$ cat config.mk
export PLATFORM = sky130hd
export DESIGN_NAME = mem_arbiter
export DESIGN_NICKNAME = d
export VERILOG_FILES = /design/src/rtl/mem_arbiter.sv
export SDC_FILE = /design/constraint.sdc
export NUM_CORES = 1
export LEC_CHECK = 0
export BUFFER_PORTS_ARGS = -buffer_cell sky130_fd_sc_hd__buf_4
export CAP_MARGIN = 15
export CORE_MARGIN = 4
export CORE_UTILIZATION = 50
export DETAILED_ROUTE_END_ITERATION = 12
export GPL_TIMING_DRIVEN = 0
export PLACE_DENSITY = 0.76
export SYNTH_ARGS = -nofsm -noshare
export SYNTH_HDL_FRONTEND = slang
export SYNTH_SLANG_ARGS = --single-unit
$ cat constraint.sdc
create_clock -name i_clk -period 3.7 [get_ports i_clk]
set_input_delay 0.925 -clock i_clk [delete_from_list [all_inputs] [get_ports i_clk]]
set_output_delay 0.925 -clock i_clk [all_outputs]
set_load 0.01 [all_outputs]
$ cat src/rtl/mem_arbiter.sv
// Two-port (fetch/data) arbiter onto a single shared memory bus.
// One-entry pending buffer per port, round-robin grant, zero-bubble reissue.
module mem_arbiter #(
    parameter bit DATA_FIRST = 1'b1
) (
    input  logic        i_clk,
    input  logic        i_rst_n,
    input  logic        i_imem_valid,
    input  logic [31:0] i_imem_addr,
    output logic        o_imem_ready,
    output logic [31:0] o_imem_rdata,
    input  logic        i_dmem_valid,
    input  logic [31:0] i_dmem_addr,
    input  logic [31:0] i_dmem_wdata,
    input  logic [3:0]  i_dmem_wstrb,
    output logic        o_dmem_ready,
    output logic [31:0] o_dmem_rdata,
    output logic        o_mem_valid,
    output logic        o_mem_instr,
    output logic [31:0] o_mem_addr,
    output logic [31:0] o_mem_wdata,
    output logic [3:0]  o_mem_wstrb,
    input  logic        i_mem_ready,
    input  logic [31:0] i_mem_rdata
);

    typedef enum logic {S_IDLE, S_BUSY} state_t;

    state_t      r_state;
    logic        r_owner_d;
    logic        r_last_d;
    logic        r_i_pend;
    logic [31:0] r_i_addr;
    logic        r_d_pend;
    logic [31:0] r_d_addr;
    logic [31:0] r_d_wdata;
    logic [3:0]  r_d_wstrb;
    logic        r_mem_valid;
    logic        r_mem_instr;
    logic [31:0] r_mem_addr;
    logic [31:0] r_mem_wdata;
    logic [3:0]  r_mem_wstrb;
    logic        r_imem_ready;
    logic [31:0] r_imem_rdata;
    logic        r_dmem_ready;
    logic [31:0] r_dmem_rdata;

    logic        w_i_req;
    logic [31:0] w_i_addr;
    logic        w_d_req;
    logic [31:0] w_d_addr;
    logic [31:0] w_d_wdata;
    logic [3:0]  w_d_wstrb;
    logic        w_done;
    logic        w_issue;
    logic        w_gnt_d;

    // Effective requests: buffered entry, or a fresh strobe bypassing the buffer
    always_comb begin
        w_i_req   = r_i_pend | i_imem_valid;
        w_i_addr  = r_i_pend ? r_i_addr : i_imem_addr;
        w_d_req   = r_d_pend | i_dmem_valid;
        w_d_addr  = r_d_pend ? r_d_addr : i_dmem_addr;
        w_d_wdata = r_d_pend ? r_d_wdata : i_dmem_wdata;
        w_d_wstrb = r_d_pend ? r_d_wstrb : i_dmem_wstrb;
        w_done    = (r_state == S_BUSY) & i_mem_ready;
        w_issue   = ((r_state == S_IDLE) | w_done) & (w_i_req | w_d_req);
        w_gnt_d   = w_d_req & (~w_i_req | ~r_last_d);
    end

    // Arbiter FSM, pending buffers and all registered outputs
    always_ff @(posedge i_clk or negedge i_rst_n) begin
        if (!i_rst_n) begin
            r_state      <= S_IDLE;
            r_owner_d    <= 1'b0;
            r_last_d     <= ~DATA_FIRST;
            r_i_pend     <= 1'b0;
            r_i_addr     <= '0;
            r_d_pend     <= 1'b0;
            r_d_addr     <= '0;
            r_d_wdata    <= '0;
            r_d_wstrb    <= '0;
            r_mem_valid  <= 1'b0;
            r_mem_instr  <= 1'b0;
            r_mem_addr   <= '0;
            r_mem_wdata  <= '0;
            r_mem_wstrb  <= '0;
            r_imem_ready <= 1'b0;
            r_imem_rdata <= '0;
            r_dmem_ready <= 1'b0;
            r_dmem_rdata <= '0;
        end else begin
            r_mem_valid  <= 1'b0;
            r_imem_ready <= w_done & ~r_owner_d;
            r_dmem_ready <= w_done & r_owner_d;
            if (w_done & ~r_owner_d)
                r_imem_rdata <= i_mem_rdata;
            if (w_done & r_owner_d)
                r_dmem_rdata <= i_mem_rdata;

            r_i_pend <= w_i_req;
            r_d_pend <= w_d_req;
            if (i_imem_valid & ~r_i_pend)
                r_i_addr <= i_imem_addr;
            if (i_dmem_valid & ~r_d_pend) begin
                r_d_addr  <= i_dmem_addr;
                r_d_wdata <= i_dmem_wdata;
                r_d_wstrb <= i_dmem_wstrb;
            end

            unique case (r_state)
                S_IDLE: if (w_issue) r_state <= S_BUSY;
                S_BUSY: if (w_done & ~w_issue) r_state <= S_IDLE;
                default: r_state <= S_IDLE;
            endcase

            if (w_issue) begin
                r_mem_valid <= 1'b1;
                r_mem_instr <= ~w_gnt_d;
                r_mem_addr  <= w_gnt_d ? w_d_addr : w_i_addr;
                r_mem_wdata <= w_gnt_d ? w_d_wdata : 32'h0;
                r_mem_wstrb <= w_gnt_d ? w_d_wstrb : 4'h0;
                r_owner_d   <= w_gnt_d;
                r_last_d    <= w_gnt_d;
                if (w_gnt_d)
                    r_d_pend <= 1'b0;
                else
                    r_i_pend <= 1'b0;
            end
        end
    end

    assign o_mem_valid  = r_mem_valid;
    assign o_mem_instr  = r_mem_instr;
    assign o_mem_addr   = r_mem_addr;
    assign o_mem_wdata  = r_mem_wdata;
    assign o_mem_wstrb  = r_mem_wstrb;
    assign o_imem_ready = r_imem_ready;
    assign o_imem_rdata = r_imem_rdata;
    assign o_dmem_ready = r_dmem_ready;
    assign o_dmem_rdata = r_dmem_rdata;

endmodule

==> out/metrics.yaml <==
status: "finished, final reports clean"
syn_inst: 683
peakVddDrop_mv: 0.505
hold_viol: 0
cp-start-kind: "flip-flop"
cts_root_buffer: "clkbuf_16"
drt_iter0_drc: 241
critical_path_buf_inv_count: 1
grt_start_max_net_pins: 115
cts_buffers: 25
yosys_warnings: 0
p_leak_nw: 6.33
dp_hpwl_um: 18600
remaining_drc_errors: 0
multi_input_area_um2: 4020
tns_ns: 0
cp_cell_sequence: "buf_4"
antenna_left: 0
rsz0062_at_grt: "false"
layout-drive-gt1-share_pct: 56.4
cts_buffer_depth: 3
wl_per_cell_um: 20.2
hold_path_class: "in2async"
wirelength_um: 25700
rows: 52
track_usage_pct: 21.9
cts_tree: "done"
power.density_nw_per_um2: 763
ys_seq_elements: 240
antenna_cells: 0
yosysSeqAreaShare_pct: 58.1
slowest_delay_ns: 0.40
fin_crit_sh_pct: 53.7
cp_top_family: "flip-flops"
synthDistinctLibCells: 23
coreArea_um2: 20300
setup_viol: 0
synth.avg_cell_area_um2: 15.1
fmax_ghz: 0.504
drt-pass1-iter-count: 4
holdBufCountCts: 0
cts_resized: 0
die_height_um: 152
crit_required_ns: 2.77
synth_area_um2: 10300
clkLatencyLatePin_ns: 0.51
clk_pin_slew_ns: 0.06
htreeDepth: 1
io_pins: 273
criticalPathCategory: "reg2out"
port_buffers: 272
start_util_pct: 50.9
die_w_um: 152
antenna_found_initial: 0
numClockSinks: 240
crit_start: "o_mem_addr[28]"
maxCapViolCount: 0
viasPerCell: 5.44
areaGrowthSynthToFinish_pct: 31.6
final_core_util_pct: 67.0
slowest_stage: "dfrtp_1"
vias: 6910
fin_ws_ns: 1.71
die_area_um2: 23000
fillCellCount: 1524
tightest_slew_ns: 0.664
r2r-start: "r_d_pend"
syn_nets: 820
grt_pass1_vias: 7395
fin_crit_ns: 1.99
critical_path_arrival_ns: 1.06
grt_pass1_wl_um: 40000
whs_ns: 0.329
slew_headroom_pct: 55.7
seq_area_um2: 6010
fin_skew_ns: 0.0142
gr-total-overflow: 0
place.gp.congestion: 0.761
endpoint_kind: "primary output"
drv_slew: 0
dpl_worst_slack_ns: 1.18
finish.net_count: 1121
cts_setup_buffers: 0
crit_fanout: 2
[registers in the layout (all words and copies together), names as in the netlist, 4 cells and up]
register	cells
o_imem_rdata	32
o_mem_wstrb	4
o_mem_wdata	32
r_d_wdata	32
r_i_addr	32
r_d_addr	32
o_mem_addr	32
r_d_wstrb	4
o_dmem_rdata	32
[logic make-up after synthesis]
| logic type | synth area share (%) |
|---|---|
| multiplexers | 27.9 |
| AO/OA/AOI/OAI | 8.28 |
| buffers and inverters | 3.03 |
| flip-flops | 58.1 |
| AND/OR/NAND/NOR | 2.64 |
[per-layer routing]
metal	wire length [um]	GRT usage (%)
met4	278	3.55
met2	12300	35.7
met1	10600	29.0
met3	2490	7.91
met5	0	0
[cells in the final DEF (no fill, tap or decap)]
cell	count
mux2i_1	68
o2bb2ai_2	29
o2bb2ai_1	7
nand2b_1	3
nor2_1	4
nor4_1	32
buf_4	273
o221a_1	1
mux2_1	14
nor2_4	1
buf_8	1
o21ai_1	1
clkbuf_8	13
dfrtp_1	240
buf_16	2
clkbuf_16	25
a21o_1	2
inv_1	4
o21a_1	1
a221o_1	32
clkbuf_1	22
mux2_2	182
nand3_1	3
nor2b_1	1
or3_1	1
clkinv_2	2
buf_2	31
buf_6	5
[synthesized netlist by cell type]
master,instances,area share [%]
nor2_4,1,0.11
mux2i_1,68,6.6
buf_6,5,0.54
nand3_1,3,0.15
buf_2,31,1.5
a21o_1,2,0.15
nand2b_1,3,0.18
a221o_1,32,3.1
or3_1,1,0.061
nor2b_1,1,0.061
clkbuf_1,19,0.69
o2bb2ai_2,29,4.2
buf_4,2,0.15
dfrtp_1,240,58
mux2_2,182,20
inv_1,4,0.15
nor4_1,32,1.9
o21a_1,1,0.073
o21ai_1,1,0.048
o221a_1,1,0.11
o2bb2ai_1,7,0.59
nor2_1,4,0.15
mux2_1,14,1.5
[layout make-up]
type                            instances  share of cell area [%]
Inverter                                4                   0.110
Timing Repair Buffer                  274                    15.5
Clock buffer                           41                    6.00
Clock inverter                          2                  0.0736
Multi-Input combinational cell        382                    29.5
Sequential cell                       240                    44.2
Buffer                                 57                    2.19
Tap cell                              270                    2.48
[path summary, 6_finish.rpt]
path / to / slack, ns / depth (start not counted)
hold / removal: o_mem_addr[3] / 0.33 / 1
min in group i_clk: o_mem_instr / 0.48 / 1
max in group asynchronous: o_dmem_rdata[2] / 2.18 / 3
hold reg to reg: o_mem_instr / 0.48 / 1
setup / recovery: o_mem_addr[28] / 1.71 / 1
setup reg to reg: r_last_d / 1.74 / 7
[stage by stage]
step           cell area (um^2)  total power [mW]  std cells
2_1_floorplan             10300              6.26        683
3_3_place_gp              12700              7.85       1225
3_5_place_dp              12800              7.97       1227
4_1_cts                   13600              10.5       1270
5_1_grt                   13600              11.0       1270
6_report                  13600              10.4       1270
[power by group]
group          internal, mW  switching, mW  leakage [nW]  total [mW]
clock network          1.49          0.989         0.413        2.48
logic                  2.07           1.61          3.05        3.67
registers              3.66          0.571          2.87        4.23
Note: power is estimated with default switching activity, not from simulation.
